### src/rtl/match_judge.sv
// Pair-judging rule engine closing the loop around card_array selections.
// Optional miss counter output enabled by MATCH_JUDGE_MISS_COUNT_EN.
module match_judge #(
    parameter int NUM_CARDS   = 36,
    parameter int FACE_W      = 4,
    parameter int HOLD_CYCLES = 25000000
) (
    input  logic                        clk,
    input  logic                        rst,
    input  logic [NUM_CARDS-1:0]        sel_bus,
    input  logic [NUM_CARDS-1:0]        hidden_bus,
    input  logic [NUM_CARDS*FACE_W-1:0] face_bus,
    output logic                        ms,
    output logic                        mf,
    output logic                        busy,
    output logic [5:0]                  pairs,
`ifdef MATCH_JUDGE_MISS_COUNT_EN
    output logic [7:0]                  misses,
`endif
    output logic                        win
);

    localparam int IDX_W = (NUM_CARDS > 2) ? $clog2(NUM_CARDS) : 1;
    localparam int CNT_W = $clog2(NUM_CARDS + 1);
    localparam int HC_W  = $clog2(HOLD_CYCLES) + 1;

    localparam logic [HC_W-1:0]  HOLD_LAST = HC_W'(HOLD_CYCLES - 1);
    localparam logic [5:0]       MAX_PAIRS = 6'(NUM_CARDS / 2);
    localparam logic [CNT_W-1:0] CNT_TWO   = CNT_W'(2);

    typedef enum logic [1:0] {
        IDLE,
        HOLD,
        VERDICT,
        WAIT
    } state_t;

    state_t state_q, state_d;

    logic [NUM_CARDS-1:0] eff;
    logic [NUM_CARDS-1:0] eff_q;
    logic [CNT_W-1:0]     cnt_d, cnt_q;
    logic [IDX_W-1:0]     lo, hi;
    logic [IDX_W-1:0]     idx_a_q, idx_b_q;
    logic [HC_W-1:0]      hold_q;
    logic                 result_q;
    logic                 hold_done;
    logic [FACE_W-1:0]    face_a, face_b;
    logic                 ms_d, mf_d, busy_d;

    assign eff       = sel_bus & ~hidden_bus;
    assign hold_done = (hold_q == HOLD_LAST);
    assign face_a    = face_bus[idx_a_q*FACE_W +: FACE_W];
    assign face_b    = face_bus[idx_b_q*FACE_W +: FACE_W];

    always_comb begin
        cnt_d = '0;
        for (int i = 0; i < NUM_CARDS; i++)
            cnt_d = cnt_d + CNT_W'(eff[i]);
    end

    // Pair endpoints come from the registered selection so they line up with cnt_q.
    always_comb begin
        lo = '0;
        hi = '0;
        for (int i = NUM_CARDS - 1; i >= 0; i--)
            if (eff_q[i]) lo = IDX_W'(i);
        for (int i = 0; i < NUM_CARDS; i++)
            if (eff_q[i]) hi = IDX_W'(i);
    end

    always_ff @(posedge clk) begin
        if (!rst) state_q <= IDLE;
        else      state_q <= state_d;
    end

    always_comb begin
        state_d = state_q;
        unique case (state_q)
            IDLE: begin
                if (!win && cnt_q == CNT_TWO)     state_d = HOLD;
                else if (!win && cnt_q > CNT_TWO) state_d = VERDICT;
            end
            HOLD:    if (hold_done) state_d = VERDICT;
            VERDICT: state_d = WAIT;
            WAIT:    if (cnt_q == '0) state_d = IDLE;
            default: state_d = IDLE;
        endcase
    end

    always_comb begin
        ms_d   = (state_q == VERDICT) &&  result_q;
        mf_d   = (state_q == VERDICT) && !result_q;
        busy_d = (state_d != IDLE);
    end

    always_ff @(posedge clk) begin
        if (!rst) begin
            eff_q    <= '0;
            cnt_q    <= '0;
            idx_a_q  <= '0;
            idx_b_q  <= '0;
            hold_q   <= '0;
            result_q <= 1'b0;
            ms       <= 1'b0;
            mf       <= 1'b0;
            busy     <= 1'b0;
            pairs    <= '0;
            win      <= 1'b0;
        end else begin
            eff_q <= eff;
            cnt_q <= cnt_d;
            ms    <= ms_d;
            mf    <= mf_d;
            busy  <= busy_d;
            win   <= win | (pairs == MAX_PAIRS) | (&hidden_bus);
            hold_q <= (state_q == HOLD) ? hold_q + 1'b1 : '0;
            if (state_q == IDLE && state_d == HOLD) begin
                idx_a_q <= lo;
                idx_b_q <= hi;
            end
            // Overflow selections are judged as a miss without a hold interval.
            if (state_q == IDLE && state_d == VERDICT)
                result_q <= 1'b0;
            else if (state_q == HOLD && hold_done)
                result_q <= (face_a == face_b);
            if (ms_d && pairs != MAX_PAIRS)
                pairs <= pairs + 1'b1;
        end
    end

`ifdef MATCH_JUDGE_MISS_COUNT_EN
    always_ff @(posedge clk) begin
        if (!rst)
            misses <= '0;
        else if (mf_d && misses != 8'hff)
            misses <= misses + 1'b1;
    end
`endif

endmodule

### config.mk
export PLATFORM = sky130hd
export DESIGN_NAME = match_judge
export DESIGN_NICKNAME = d
export VERILOG_FILES = /design/src/rtl/match_judge.sv
export SDC_FILE = /design/constraint.sdc
export NUM_CORES = 1
export LEC_CHECK = 0
export CORE_MARGIN = 1
export CORE_UTILIZATION = 55
export CTS_BUF_LIST = sky130_fd_sc_hd__clkbuf_8
export DETAILED_ROUTE_END_ITERATION = 8
export DONT_BUFFER_PORTS = 1
export PLACE_DENSITY = 0.7
export SLEW_MARGIN = 25
export SYNTH_ARGS = -nofsm -noshare
export SYNTH_HDL_FRONTEND = slang
export SYNTH_SLANG_ARGS = --single-unit
export TNS_END_PERCENT = 30
### constraint.sdc
create_clock -name clk -period 6.3 [get_ports clk]
set_clock_uncertainty 0.1 [all_clocks]
set_input_delay 1.26 -clock clk [delete_from_list [all_inputs] [get_ports clk]]
set_output_delay 1.26 -clock clk [all_outputs]
set_load 0.02 [all_outputs]
## Word level (Yosys, flattened, before mapping)

Cells that the tools add are included.

- $lt $le $gt $ge: 1
- Reduce and logical (&&, ||, !) cells: 16
- $add $sub $neg: 37
- Eq/ne operators: 10
- Bitwise gates (word level): 5
- Muxes and demuxes: 76
- Shifts and indexed selects: 2

Operator list:

| kind | count |
|---|---|
| $mux W6 | 70 |
| $shiftx A144 B9 Y4 | 2 |
| $add A6 B1 Y6 | 30 |
| $and A36 B36 Y36 | 1 |
| $not A36 Y36 | 1 |
| $reduce_and A36 Y1 | 1 |
| $add A26 B1 Y26 const B | 1 |
| $eq A26 B25 Y1 const B | 1 |
| $logic_and A1 B1 Y1 | 8 |
| $mux W2 | 4 |
| $pmux W2 S4 | 1 |
| $add A5 B1 Y6 | 1 |
| $add A6 B1 Y6 const B | 1 |
| $eq A2 B2 Y1 const B | 3 |
| $eq A6 B2 Y1 const B | 1 |
| $eq A6 B5 Y1 const B | 1 |
| $gt A6 B2 Y1 const B | 1 |
| $logic_not A6 Y1 | 1 |
| $ne A6 B5 Y1 const B | 1 |
| $add A4 B1 Y5 | 1 |
| $add A3 B1 Y4 | 1 |
| $eq A2 B1 Y1 const B | 2 |
| $eq A4 B4 Y1 | 1 |
| $add A2 B1 Y3 | 1 |
| other kinds (9) | 11 |

- Output and inout bits: 10
- Flip-flop bits (word level): 93

## Longest topological paths before layout

- Depth after elaboration: 37
- Gate-level depth with buffers: 19
- Mapped depth without buffers: 19

## Worst setup path after synthesis

Ideal clock, no wire load.

- Path kind: in2reg
- Start point: in sel_bus[29]
- End point: reg cnt_q[4]
- Path slack: 641 ps
- Data arrival time: 5431 ps
- Data required time: 6072 ps
- Buffers on the path: 0
- Cell stages on the path: 19
- Cell sequence: nor2b_1 fa_1 inv_1 fa_1 fa_1 inv_1 fa_1 inv_1 fa_1 fa_1 inv_1 ha_1 inv_1 fa_1 inv_1 a21o_1 a21oi_1 xor2_1 nor2_1

- Word-level cells in the longest chain between the ends: 8

Ends and longest elaborated chain:

| element | line | source |
|---|---|---|
| start, declared | 10 | `input logic [NUM_CARDS-1:0] sel_bus,` |
| $and A36 B36 Y36 | 51 | `assign eff = sel_bus & ~hidden_bus;` |
| $add A6 B1 Y6 (7 in series) | 59 | `cnt_d = cnt_d + CNT_W'(eff[i]);` |
| end signal, assigned | 112 | `cnt_q <= cnt_d;` |
| end, declared | 42 | `logic [CNT_W-1:0] cnt_d, cnt_q;` |

No other way between the ends.
A chain may end at the register's enable or synchronous reset.

## Worst setup path in the final report

- Start point: in hidden_bus[23]
- End point: reg cnt_q[4]

- Word-level cells in the longest chain between the ends: 15

Ends and longest elaborated chain:

| element | line | source |
|---|---|---|
| start, declared | 11 | `input logic [NUM_CARDS-1:0] hidden_bus,` |
| $not A36 Y36 | 51 |  |
| $and A36 B36 Y36 | 51 |  |
| $add A6 B1 Y6 (13 in series) | 59 |  |

No other way between the ends.

==> results.toml <==
[status]
status = "completed"

[routing]
final_antenna_net_count = 0
met1_length_um = 7110
topRoutingLayerUsed = "met4"
dr.pass1.iters = 6
met2WireLength_um = 9400
viasPerCell = 6.52
drc = 0
wire_per_inst_um = 20.6
num_vias = 5915
drt_iter0_markers = 356
wl_met3_um = 1670
drt-total-wl_um = 18700

[synthesis]
synthFlopType = "dfxtp_1"
synthesis.nets = 1005
synth_top_area_cell = "dfxtp_1"
ys.warnings.count = 0
synth-seq-area-share_pct = 25.4
synth.cell_area_um2 = 7340
syn_area_per_cell_um2 = 9.81
synthTopCellsByArea = "dfxtp_1 (25%), mux4_2 (22%), fa_1 (7.6%), nor2_1 (4.5%), nor2b_1 (3.3%)"
synth_top_area_share_pct = 25.4
synth_edf_count = 0
synth.most_common_cell = "dfxtp_1"
async_flop_share_pct = 0
synth_commonest_cells = "dfxtp_1 (93), nor2_1 (88), mux4_2 (72)"
ys_seq_elements = 93
synth_cells = 748
ys_types = 55

[layout]
area_growth_pct = 3.51
drive_gt1_share_pct = 14.3
n_antenna_cell = 0
regArea_um2 = 1870
fillerInstances = 1108
multi_input_comb_area_um2 = 5090
final_nets = 987

[place]
place_ws_ns = 0.417
gp_congestion = 0.989
dp_hpwl_um = 15200
io_buffers = 0

[die]
die_h_um = 118
die_x_um = 118
die-area_um2 = 13800
num_io_pins = 228
initial_utilization_pct = 57.2
rows = 41
core_area_um2 = 12800

[sta]
rsz0062_at_grt = "no"
period_share_pct = 87.2
drv_slew = 0
slew_headroom_pct = 33.1
finalSetupTns_ns = 0
clock.fmax_mhz = 182
layout_min_cycle_time_ns = 5.49
tightestPinTransition_ns = 1.00
hold_viol = 0
fin_ws_ns = 0.809
setup_viol = 0

[clock_network]
cts_tree = "done"
holdBufCountCts = 0
clk_pin_slew_ns = 0.09
clk_latency_ns = 0.36
htreeDepth = 3
cts_resized = 0
cts.sinks = 93
numCtsBuffers = 9
root_buffer = "clkbuf_8"
cts_setup_buffers = 0
clock_tree.buffer_depth = 2

[global_route]
grt_pass1_vias = 6159
overflow = 0
grt_start_max_net_pins = 38
track_usage_pct = 27.8
antenna_found_initial = 0
grt_pass1_wl_um = 30600

[worst_setup_path]
path_buf_inv = 5
critPathMaxFanout = 2
startpoint_type = "primary input"
crit_chain = "nand2b_1 -> fa_1 -> fa_1 -> inv_1 -> fa_1 -> inv_1 -> fa_1 -> fa_1 -> fa_1 -> inv_1 -> ha_1 -> inv_1 -> fa_1 -> inv_1 -> a21o_1 -> a21oi_1 -> xor2_1 -> nor2_1"
worstSetupPathType = "primary input to register"
max_stage_delay_ns = 0.52
endpoint_kind = "register"
critical_path_arrival_ns = 5.64
cp_data_required_time_ns = 6.45
worst_path_max_delay_cell = "fa_1"
crit_top_cell = "fa_1"
cp_top_family = "adder cells"

[job]
cap_violations = 0

[power]
vdd_drop_max_mv = 0.208
cellLeakagePower_nw = 2.70
powerDensity_nw_per_um2 = 294
p_total_mw = 2.23

[worst_hold_path]
hp-class = "register to register"
==> power by group <==
| part | internal (mW) | total, mW | switching [mW] |
|---|---|---|---|
| Sequential | 0.638 | 0.749 | 0.111 |
| Combinational | 0.573 | 1.10 | 0.526 |
| Clock | 0.182 | 0.385 | 0.203 |
==> final timing paths <==
check / from / endpoint / slack [ns] / cells after the start
max: hidden_bus[23] / cnt_q[4]$_SDFF_PN0_ / 0.81 / 18
min: idx_a_q[0]$_SDFFE_PN0P_ / idx_a_q[0]$_SDFFE_PN0P_ / 0.39 / 2
max reg2reg: idx_b_q[0]$_SDFFE_PN0P_ / result_q$_SDFFE_PP0P_ / 2.98 / 9
min reg2reg: idx_a_q[0]$_SDFFE_PN0P_ / idx_a_q[0]$_SDFFE_PN0P_ / 0.39 / 2
==> kinds of logic (layout without fill, tap and decap cells) <==
family / after synthesis / in the layout / share of synthesized area (%)
AOI/OAI and AO/OA: 114 / 114 / 10.2
xor gates and xnor gates: 34 / 34 / 4.06
adders and majority gates: 39 / 39 / 9.51
buffers and inverters: 87 / 74 / 5.32
DFF: 93 / 93 / 25.4
muxes: 96 / 96 / 25.5
and+or+nand+nor: 285 / 285 / 20.1
==> cells in the final DEF (no fill, tap or decap), drive strengths merged, types with 3 or more instances in the layout <==
cell / instances
and3: 17
a21oi: 39
dfxtp: 93
or3: 3
and4: 3
mux2: 6
ha: 11
xnor2: 11
nor4: 10
a221oi: 5
nand3: 18
o22ai: 8
nor3: 11
nand2b: 19
mux4: 72
nor2b: 39
a21boi: 3
o21ai: 16
and2: 23
a211oi: 13
a21o: 3
inv: 56
nand4: 13
buf: 5
fa: 28
a31oi: 5
mux2i: 18
nor2: 88
nand2: 31
xor2: 23
o31ai: 8
clkbuf: 9
==> registers in the layout, summed over array words and instances, names as in the netlist <==
signal / cells
cnt_q: 6
state_q: 2
win: 1
hold_q: 26
idx_a_q: 6
mf: 1
idx_b_q: 6
ms: 1
eff_q: 36
result_q: 1
pairs: 6
busy: 1
==> per-layer routing <==
| layer | GRT usage, % | vias up |
|---|---|---|
| met5 | 0 | - |
| met4 | 10.3 | 0 |
| met3 | 7.36 | 37 |
| met2 | 48.9 | 303 |
| met1 | 32.5 | 2886 |
| li1 | - | 2689 |
==> worst reg2reg max path: stages, from the launching register on <==
cell	delay, ns
dfxtp_2	0.42
buf_4	0.50
mux4_2	0.59
nor2b_1	0.15
a211oi_2	0.33
a21oi_1	0.09
a221oi_1	0.40
xnor2_1	0.19
a41oi_2	0.19
nor4_1	0.27
==> per-stage QoR <==
| step | instances | util, % | hold slack (ns) | area [um2] |
|---|---|---|---|---|
| final | 907 | 59.2 | 0.386 | 7600 |
| after global routing | 907 | 59.2 | 0.418 | 7600 |
| after CTS | 907 | 59.2 | 0.389 | 7600 |
| after detailed placement | 891 | 57.8 | 0.375 | 7410 |
| after global placement | 891 | 57.8 | 0.338 | 7410 |
| after floorplan | 748 | - | 0.317 | 7340 |
==> final cells by class <==
class	instances	share of cell area, %
Clock inverter	7	0.889
Multi-Input combinational cell	568	67.0
Sequential cell	93	24.6
Inverter	53	2.62
Timing Repair Buffer	5	0.494
Tap cell	172	2.83
Clock buffer	9	1.63
Note: power is estimated with default switching activity, not from simulation.
